[src/rtl/spi_arb_pkg.sv]
// Shared types and helpers for the SPI master arbiter.
//   arb_state_t  : arbiter FSM states
//   RR_PTR_RESET : distance below NUM_REQ that rr_ptr resets to
//   clog2_min1   : $clog2 clamped to at least 1 bit
package spi_arb_pkg;

    typedef enum logic [1:0] {
        IDLE      = 2'd0,
        ISSUE     = 2'd1,
        WAIT_DONE = 2'd2,
        RELEASE   = 2'd3
    } arb_state_t;

    // rr_ptr resets to NUM_REQ - RR_PTR_RESET (the last requester), so the
    // upward search after reset starts at requester 0.
    localparam int RR_PTR_RESET = 1;

    function automatic int clog2_min1(input int n);
        return (n <= 2) ? 1 : $clog2(n);
    endfunction

endpackage

[src/rtl/spi_rr_arbiter.sv]
// Combinational round-robin pick: searches upward (wrapping) from rr_ptr+1.
//   req       in  : request vector
//   rr_ptr    in  : index of the last owner (lowest priority)
//   grant     out : one-hot winner, zero when no request
//   grant_idx out : winner index
//   any_req   out : at least one request present
module spi_rr_arbiter
    import spi_arb_pkg::*;
#(
    parameter int NUM_REQ = 4
) (
    input  logic [NUM_REQ-1:0]         req,
    input  logic [$clog2(NUM_REQ)-1:0] rr_ptr,
    output logic [NUM_REQ-1:0]         grant,
    output logic [$clog2(NUM_REQ)-1:0] grant_idx,
    output logic                       any_req
);

    localparam int IDW = $clog2(NUM_REQ);

    logic           found;
    logic [IDW-1:0] idx;

    always_comb begin
        grant     = '0;
        grant_idx = '0;
        any_req   = |req;
        found     = 1'b0;
        idx       = '0;
        for (int k = 1; k <= NUM_REQ; k++) begin
            idx = IDW'((int'(rr_ptr) + k) % NUM_REQ);
            if (!found && req[idx]) begin
                found      = 1'b1;
                grant[idx] = 1'b1;
                grant_idx  = idx;
            end
        end
    end

endmodule

[src/rtl/spi_master_arbiter.sv]
// Shares one SPI master between NUM_REQ requesters with round-robin
// arbitration, locked multi-word bursts and a watchdog timer.
//   clk, rstn                  : clock, asynchronous active-low reset
//   req_valid/last/data        : per-requester word requests (data flattened)
//   req_ready                  : one-cycle pulse, word consumed
//   rsp_valid/data/err         : one-hot response pulse, rx word, timeout flag
//   spi_start/tx_data          : master start pulse and held tx word
//   spi_busy/done/rx_data      : master status and received word
//   cs_sel                     : one-hot slave select, zero when idle
//   grant_id                   : current owner index
module spi_master_arbiter
    import spi_arb_pkg::*;
#(
    parameter int NUM_REQ         = 4,
    parameter int DATA_WIDTH      = 16,
    parameter int TIMEOUT_CLK_NUM = 1024
) (
    input  logic                          clk,
    input  logic                          rstn,
    input  logic [NUM_REQ-1:0]            req_valid,
    input  logic [NUM_REQ-1:0]            req_last,
    input  logic [NUM_REQ*DATA_WIDTH-1:0] req_data,
    output logic [NUM_REQ-1:0]            req_ready,
    output logic [NUM_REQ-1:0]            rsp_valid,
    output logic [DATA_WIDTH-1:0]         rsp_data,
    output logic                          rsp_err,
    output logic                          spi_start,
    output logic [DATA_WIDTH-1:0]         spi_tx_data,
    input  logic                          spi_busy,
    input  logic                          spi_done,
    input  logic [DATA_WIDTH-1:0]         spi_rx_data,
    output logic [NUM_REQ-1:0]            cs_sel,
    output logic [$clog2(NUM_REQ)-1:0]    grant_id
);

    localparam int             IDW     = clog2_min1(NUM_REQ);
    localparam int             TW      = clog2_min1(TIMEOUT_CLK_NUM + 1);
    localparam logic [TW-1:0]  TMAX    = TW'(TIMEOUT_CLK_NUM);
    localparam logic [TW-1:0]  TLAST   = TW'(TIMEOUT_CLK_NUM - 1);
    localparam logic [IDW-1:0] RR_INIT = IDW'(NUM_REQ - RR_PTR_RESET);

    arb_state_t            state_q, state_d;
    logic [IDW-1:0]        rr_q, rr_d, gid_d;
    logic                  last_q, last_d;
    logic [TW-1:0]         tmr_q, tmr_d, tmr_inc;
    logic                  tmr_exp;
    logic [NUM_REQ-1:0]    ready_d, rspv_d, cs_d, pick;
    logic [IDW-1:0]        pick_idx;
    logic                  any_req, start_d, err_d;
    logic [DATA_WIDTH-1:0] rdata_d, tx_d;
    logic [DATA_WIDTH-1:0] req_words [NUM_REQ];

    for (genvar g = 0; g < NUM_REQ; g++) begin : g_words
        assign req_words[g] = req_data[g*DATA_WIDTH +: DATA_WIDTH];
    end

    spi_rr_arbiter #(.NUM_REQ(NUM_REQ)) u_rr (
        .req       (req_valid),
        .rr_ptr    (rr_q),
        .grant     (pick),
        .grant_idx (pick_idx),
        .any_req   (any_req)
    );

    // Saturating timer; expiry fires on the cycle it would reach TIMEOUT.
    assign tmr_inc = (tmr_q == TMAX) ? TMAX : tmr_q + 1'b1;
    assign tmr_exp = (tmr_q >= TLAST);

    always_comb begin
        state_d = state_q;
        rr_d    = rr_q;
        gid_d   = grant_id;
        last_d  = last_q;
        tmr_d   = tmr_q;
        cs_d    = cs_sel;
        tx_d    = spi_tx_data;
        ready_d = '0;
        rspv_d  = '0;
        rdata_d = '0;
        err_d   = 1'b0;
        start_d = 1'b0;
        case (state_q)
            IDLE: begin
                // spi_busy covers the master's CS_N high-hold after a release.
                if (any_req && !spi_busy) begin
                    gid_d   = pick_idx;
                    cs_d    = pick;
                    tmr_d   = '0;
                    state_d = ISSUE;
                end
            end
            ISSUE: begin
                if (req_valid[grant_id]) begin
                    tx_d             = req_words[grant_id];
                    last_d           = req_last[grant_id];
                    start_d          = 1'b1;
                    ready_d[grant_id] = 1'b1;
                    tmr_d            = '0;
                    state_d          = WAIT_DONE;
                end else if (tmr_exp) begin
                    rspv_d[grant_id] = 1'b1;
                    err_d            = 1'b1;
                    state_d          = RELEASE;
                end else begin
                    tmr_d = tmr_inc;
                end
            end
            WAIT_DONE: begin
                // A done on the expiry cycle still counts as a good transfer.
                if (spi_done) begin
                    rspv_d[grant_id] = 1'b1;
                    rdata_d          = spi_rx_data;
                    if (last_q) begin
                        state_d = RELEASE;
                    end else begin
                        tmr_d   = '0;
                        state_d = ISSUE;
                    end
                end else if (tmr_exp) begin
                    rspv_d[grant_id] = 1'b1;
                    err_d            = 1'b1;
                    state_d          = RELEASE;
                end else begin
                    tmr_d = tmr_inc;
                end
            end
            RELEASE: begin
                rr_d    = grant_id;
                cs_d    = '0;
                state_d = IDLE;
            end
            default: state_d = IDLE;
        endcase
    end

    always_ff @(posedge clk or negedge rstn) begin
        if (!rstn) begin
            state_q     <= IDLE;
            rr_q        <= RR_INIT;
            last_q      <= 1'b0;
            tmr_q       <= '0;
            grant_id    <= '0;
            cs_sel      <= '0;
            spi_tx_data <= '0;
            spi_start   <= 1'b0;
            req_ready   <= '0;
            rsp_valid   <= '0;
            rsp_data    <= '0;
            rsp_err     <= 1'b0;
        end else begin
            state_q     <= state_d;
            rr_q        <= rr_d;
            last_q      <= last_d;
            tmr_q       <= tmr_d;
            grant_id    <= gid_d;
            cs_sel      <= cs_d;
            spi_tx_data <= tx_d;
            spi_start   <= start_d;
            req_ready   <= ready_d;
            rsp_valid   <= rspv_d;
            rsp_data    <= rdata_d;
            rsp_err     <= err_d;
        end
    end

endmodule
[config.mk]
export PLATFORM = sky130hd
export DESIGN_NAME = spi_master_arbiter
export DESIGN_NICKNAME = d
export VERILOG_FILES = /design/src/rtl/spi_arb_pkg.sv /design/src/rtl/spi_rr_arbiter.sv /design/src/rtl/spi_master_arbiter.sv
export SDC_FILE = /design/constraint.sdc
export NUM_CORES = 1
export LEC_CHECK = 0
export CAP_MARGIN = 20
export CORE_ASPECT_RATIO = 2
export CORE_MARGIN = 5
export CORE_UTILIZATION = 44
export CTS_CLUSTER_SIZE = 20
export DETAILED_ROUTE_END_ITERATION = 6
export HOLD_SLACK_MARGIN = 0.02
export PLACE_DENSITY_LB_ADDON = 0.1
export SLEW_MARGIN = 20
export SYNTH_ARGS = -nofsm -noshare
export SYNTH_HDL_FRONTEND = slang
export SYNTH_SLANG_ARGS = --single-unit
[constraint.sdc]
create_clock -name clk -period 3.37 [get_ports clk]
set_clock_uncertainty 0.15 [all_clocks]
set_input_delay 0.674 -clock clk [delete_from_list [all_inputs] [get_ports clk]]
set_output_delay 0.674 -clock clk [all_outputs]
set_load 0.03 [all_outputs]
==> flow_metrics.py <==
metrics = {
    "outcome": {
        "run_status": "completed",
    },
    "routing": {
        "routedWlPerCell_um": 17.8,
        "via_per_inst": 5.51,
        "dr.pass1.iters": 4,
        "drt_iter0_drc": 156,
        "wl_um": 9880,
        "via_count": 3059,
        "drc": 0,
        "ant_nets": 0,
    },
    "grt": {
        "gr-total-overflow": 0,
        "grt_pass1_wl_um": 15900,
        "grt_max_degree": 33,
        "grt.total_usage_pct": 20.4,
        "antenna_found_initial": 0,
        "grt_pass1_vias": 3273,
    },
    "logic_synthesis": {
        "synth-edff-count": 0,
        "synth_nets": 424,
        "ys.flop_type": "dfrtp_1",
        "synth_seq_cells": 64,
        "syn_avg_cell_area_um2": 11.4,
        "yosys_warnings": 0,
        "synth_cells": 317,
        "synthesis.area_um2": 3610,
        "ys_seq_area_share_pct": 44.5,
        "async_flop_share_pct": 100,
        "yosysUniqueCellTypes": 47,
    },
    "timing": {
        "setup_viol": 0,
        "layout_setup_ws_ns": 0.505,
        "slew_violations": 0,
        "tightest_slew_ns": 0.668,
        "period_share_pct": 85.0,
        "holdWs_ns": 0.227,
        "rsz0062_at_grt": "no",
        "relSlewSlack_pct": 55.5,
        "final-hold-violation-count": 0,
        "fmax_mhz": 349,
        "tns_ns": 0,
        "finalCriticalPeriod_ns": 2.86,
    },
    "placement": {
        "portBuffers": 139,
        "finalWeightedCongestion": 0.787,
        "place_inst": 540,
        "hpwl_um": 7960,
        "dp_slack_ns": 0.433,
    },
    "die": {
        "core_area_um2": 8000,
        "ios": 140,
        "start_util_pct": 45.1,
        "num_rows": 46,
        "die_w_um": 74.0,
        "dieHeight_um": 138,
        "die_area_um2": 10200,
    },
    "worst_setup_path": {
        "start_kind": "register",
        "arrival_ns": 2.95,
        "critical_path_peak_fanout": 17,
        "critPathRequiredTime_ns": 3.46,
        "r2r-start": "rr_q[0]",
        "end_kind": "register",
        "r2r-end": "cs_sel[0]",
        "worst-r2r-setup-slack_ns": 0.51,
        "worst_r2r_path_depth": 7,
        "path_class": "register to register",
    },
    "cts": {
        "postCtsHoldBufs": 0,
        "cts_tree": "done",
        "root_buffer": "clkbuf_16",
        "clk_path_buf_depth": 2,
        "clock_latency_ns": 0.33,
        "h-tree-depth": 3,
        "post_cts_buffers": 0,
        "numCtsBuffers": 9,
        "cts_resized": 0,
        "clk_pin_slew_worst_paths_ns": 0.05,
        "clock-sinks": 64,
    },
    "final_layout": {
        "finalNonFillerCells": 555,
        "final_layout_size_suffix_gt1_share_pct": 15.3,
        "syn_to_final_growth_pct": 48.2,
        "layout.nets": 562,
        "num_antenna_cells": 0,
    },
    "power_and_ir_drop": {
        "ir_worst_vdd_mv": 0.589,
        "p_leak_nw": 2.29,
        "p_total_mw": 4.34,
        "p_per_area_nw_per_um2": 811,
    },
    "flow_run": {
        "maxCapViolations": 0,
    },
    "hold_path": {
        "min_path_type": "input pin to asynchronous set/reset pin",
    },
}
registers in the layout (all words and copies together), names as in the netlist:
name / flops
cs_sel: 4
spi_start: 1
spi_tx_data: 16
rsp_data: 16
grant_id: 2
rr_q: 2
tmr_q: 11
state_q: 2
last_q: 1
req_ready: 4
rsp_err: 1
rsp_valid: 4
cells in the mapped netlist (all sizes together), types with 10 or more instances:
cell,count,area (um2)
a31oi,10,62.6
and3,17,106
buf,13,95.1
dfrtp,62,1550
ha,15,188
inv,12,45.0
mux2,20,225
mux4,20,454
nand2,22,82.6
nor2,19,81.3
o21ai,23,119
layer usage:
metal / part of all wire [%] / wire (um) / global-route usage, %
met5: 0 / 0 / 0
met4: 4.2 / 415 / 10.3
met3: 5.4 / 533 / 5.44
met2: 59 / 5820 / 38.2
met1: 31 / 3110 / 18.8
power by group:
group,switching (mW),internal [mW]
Combinational,1.23,1.08
Sequential,0.152,0.977
Clock,0.310,0.583
Total,1.69,2.64
worst max-delay path by stage:
stage / startpoint / to / slack, ns / cells past startpoint
floorplan: rr_q[0] / grant_id[1] / 0.91 / 7
global placement: req_valid[2] / spi_tx_data[12] / 0.49 / 5
detailed placement: req_valid[2] / spi_tx_data[1] / 0.43 / 5
CTS: rr_q[0] / cs_sel[0] / 0.50 / 7
global route: rr_q[0] / cs_sel[3] / 0.33 / 7
finish: rr_q[0] / cs_sel[0] / 0.51 / 7
stage by stage:
step	instance area [um2]	utilization [%]
CTS	5350	66.8
detailed placement	5060	63.2
global route	5350	66.8
floorplan	3610	-
finish	5350	66.8
global placement	5060	63.2
worst max-delay path: stages, from the launching register on:
cell,delay (ns)
dfstp_2,0.76
inv_2,0.19
ha_1,0.41
mux4_1,0.59
nor2_2,0.19
and4b_1,0.30
a22oi_1,0.10
o31ai_1,0.09
logic make-up (layout without fill, tap and decap cells):
logic type,count (synthesis),after routing,share of synthesized area [%]
adder cells (fa/ha/maj),15,15,5.20
buffers and inverters,34,176,4.82
AO/OA/AOI/OAI,69,69,12.3
multiplexers,45,45,20.2
flip-flops,64,64,44.5
AND/OR/NAND/NOR,90,90,13.0
cell usage in the layout (no fill, tap or decap), types with 2 or more instances in the layout:
cell type / synthesis / layout
nor2_1: 17 / 17
nor2b_1: 2 / 2
mux2_2: 20 / 20
nand3_1: 7 / 7
a41oi_1: 2 / 2
nand2b_1: 5 / 5
clkdlybuf4s50_1: 0 / 138
o21ai_0: 20 / 20
o21ai_1: 2 / 2
and3_1: 17 / 17
buf_4: 2 / 10
o31ai_1: 9 / 9
a31oi_1: 10 / 10
a21oi_1: 9 / 9
a2bb2oi_1: 2 / 2
a21o_1: 2 / 2
nand2_1: 22 / 22
o32a_1: 2 / 2
mux2i_1: 5 / 5
clkinv_2: 0 / 3
a22oi_1: 4 / 4
mux4_2: 19 / 19
inv_1: 11 / 11
nand3b_1: 2 / 2
ha_1: 15 / 15
dfstp_2: 2 / 2
nor3b_1: 2 / 2
clkbuf_16: 0 / 9
dfrtp_1: 62 / 62
nor3_1: 6 / 6
nand4_1: 3 / 3
cell type report:
| type | count | area (um2) |
|---|---|---|
| clock buffers | 11 | 243 |
| clock inverters | 4 | 45.0 |
| fillers | 689 | 2650 |
| inverters | 12 | 45.0 |
| multi-input cells | 219 | 1830 |
| flip-flops and latches | 64 | 1600 |
| well taps | 96 | 120 |
| repair buffers | 149 | 1460 |
Power figures use the tool's default switching activity.
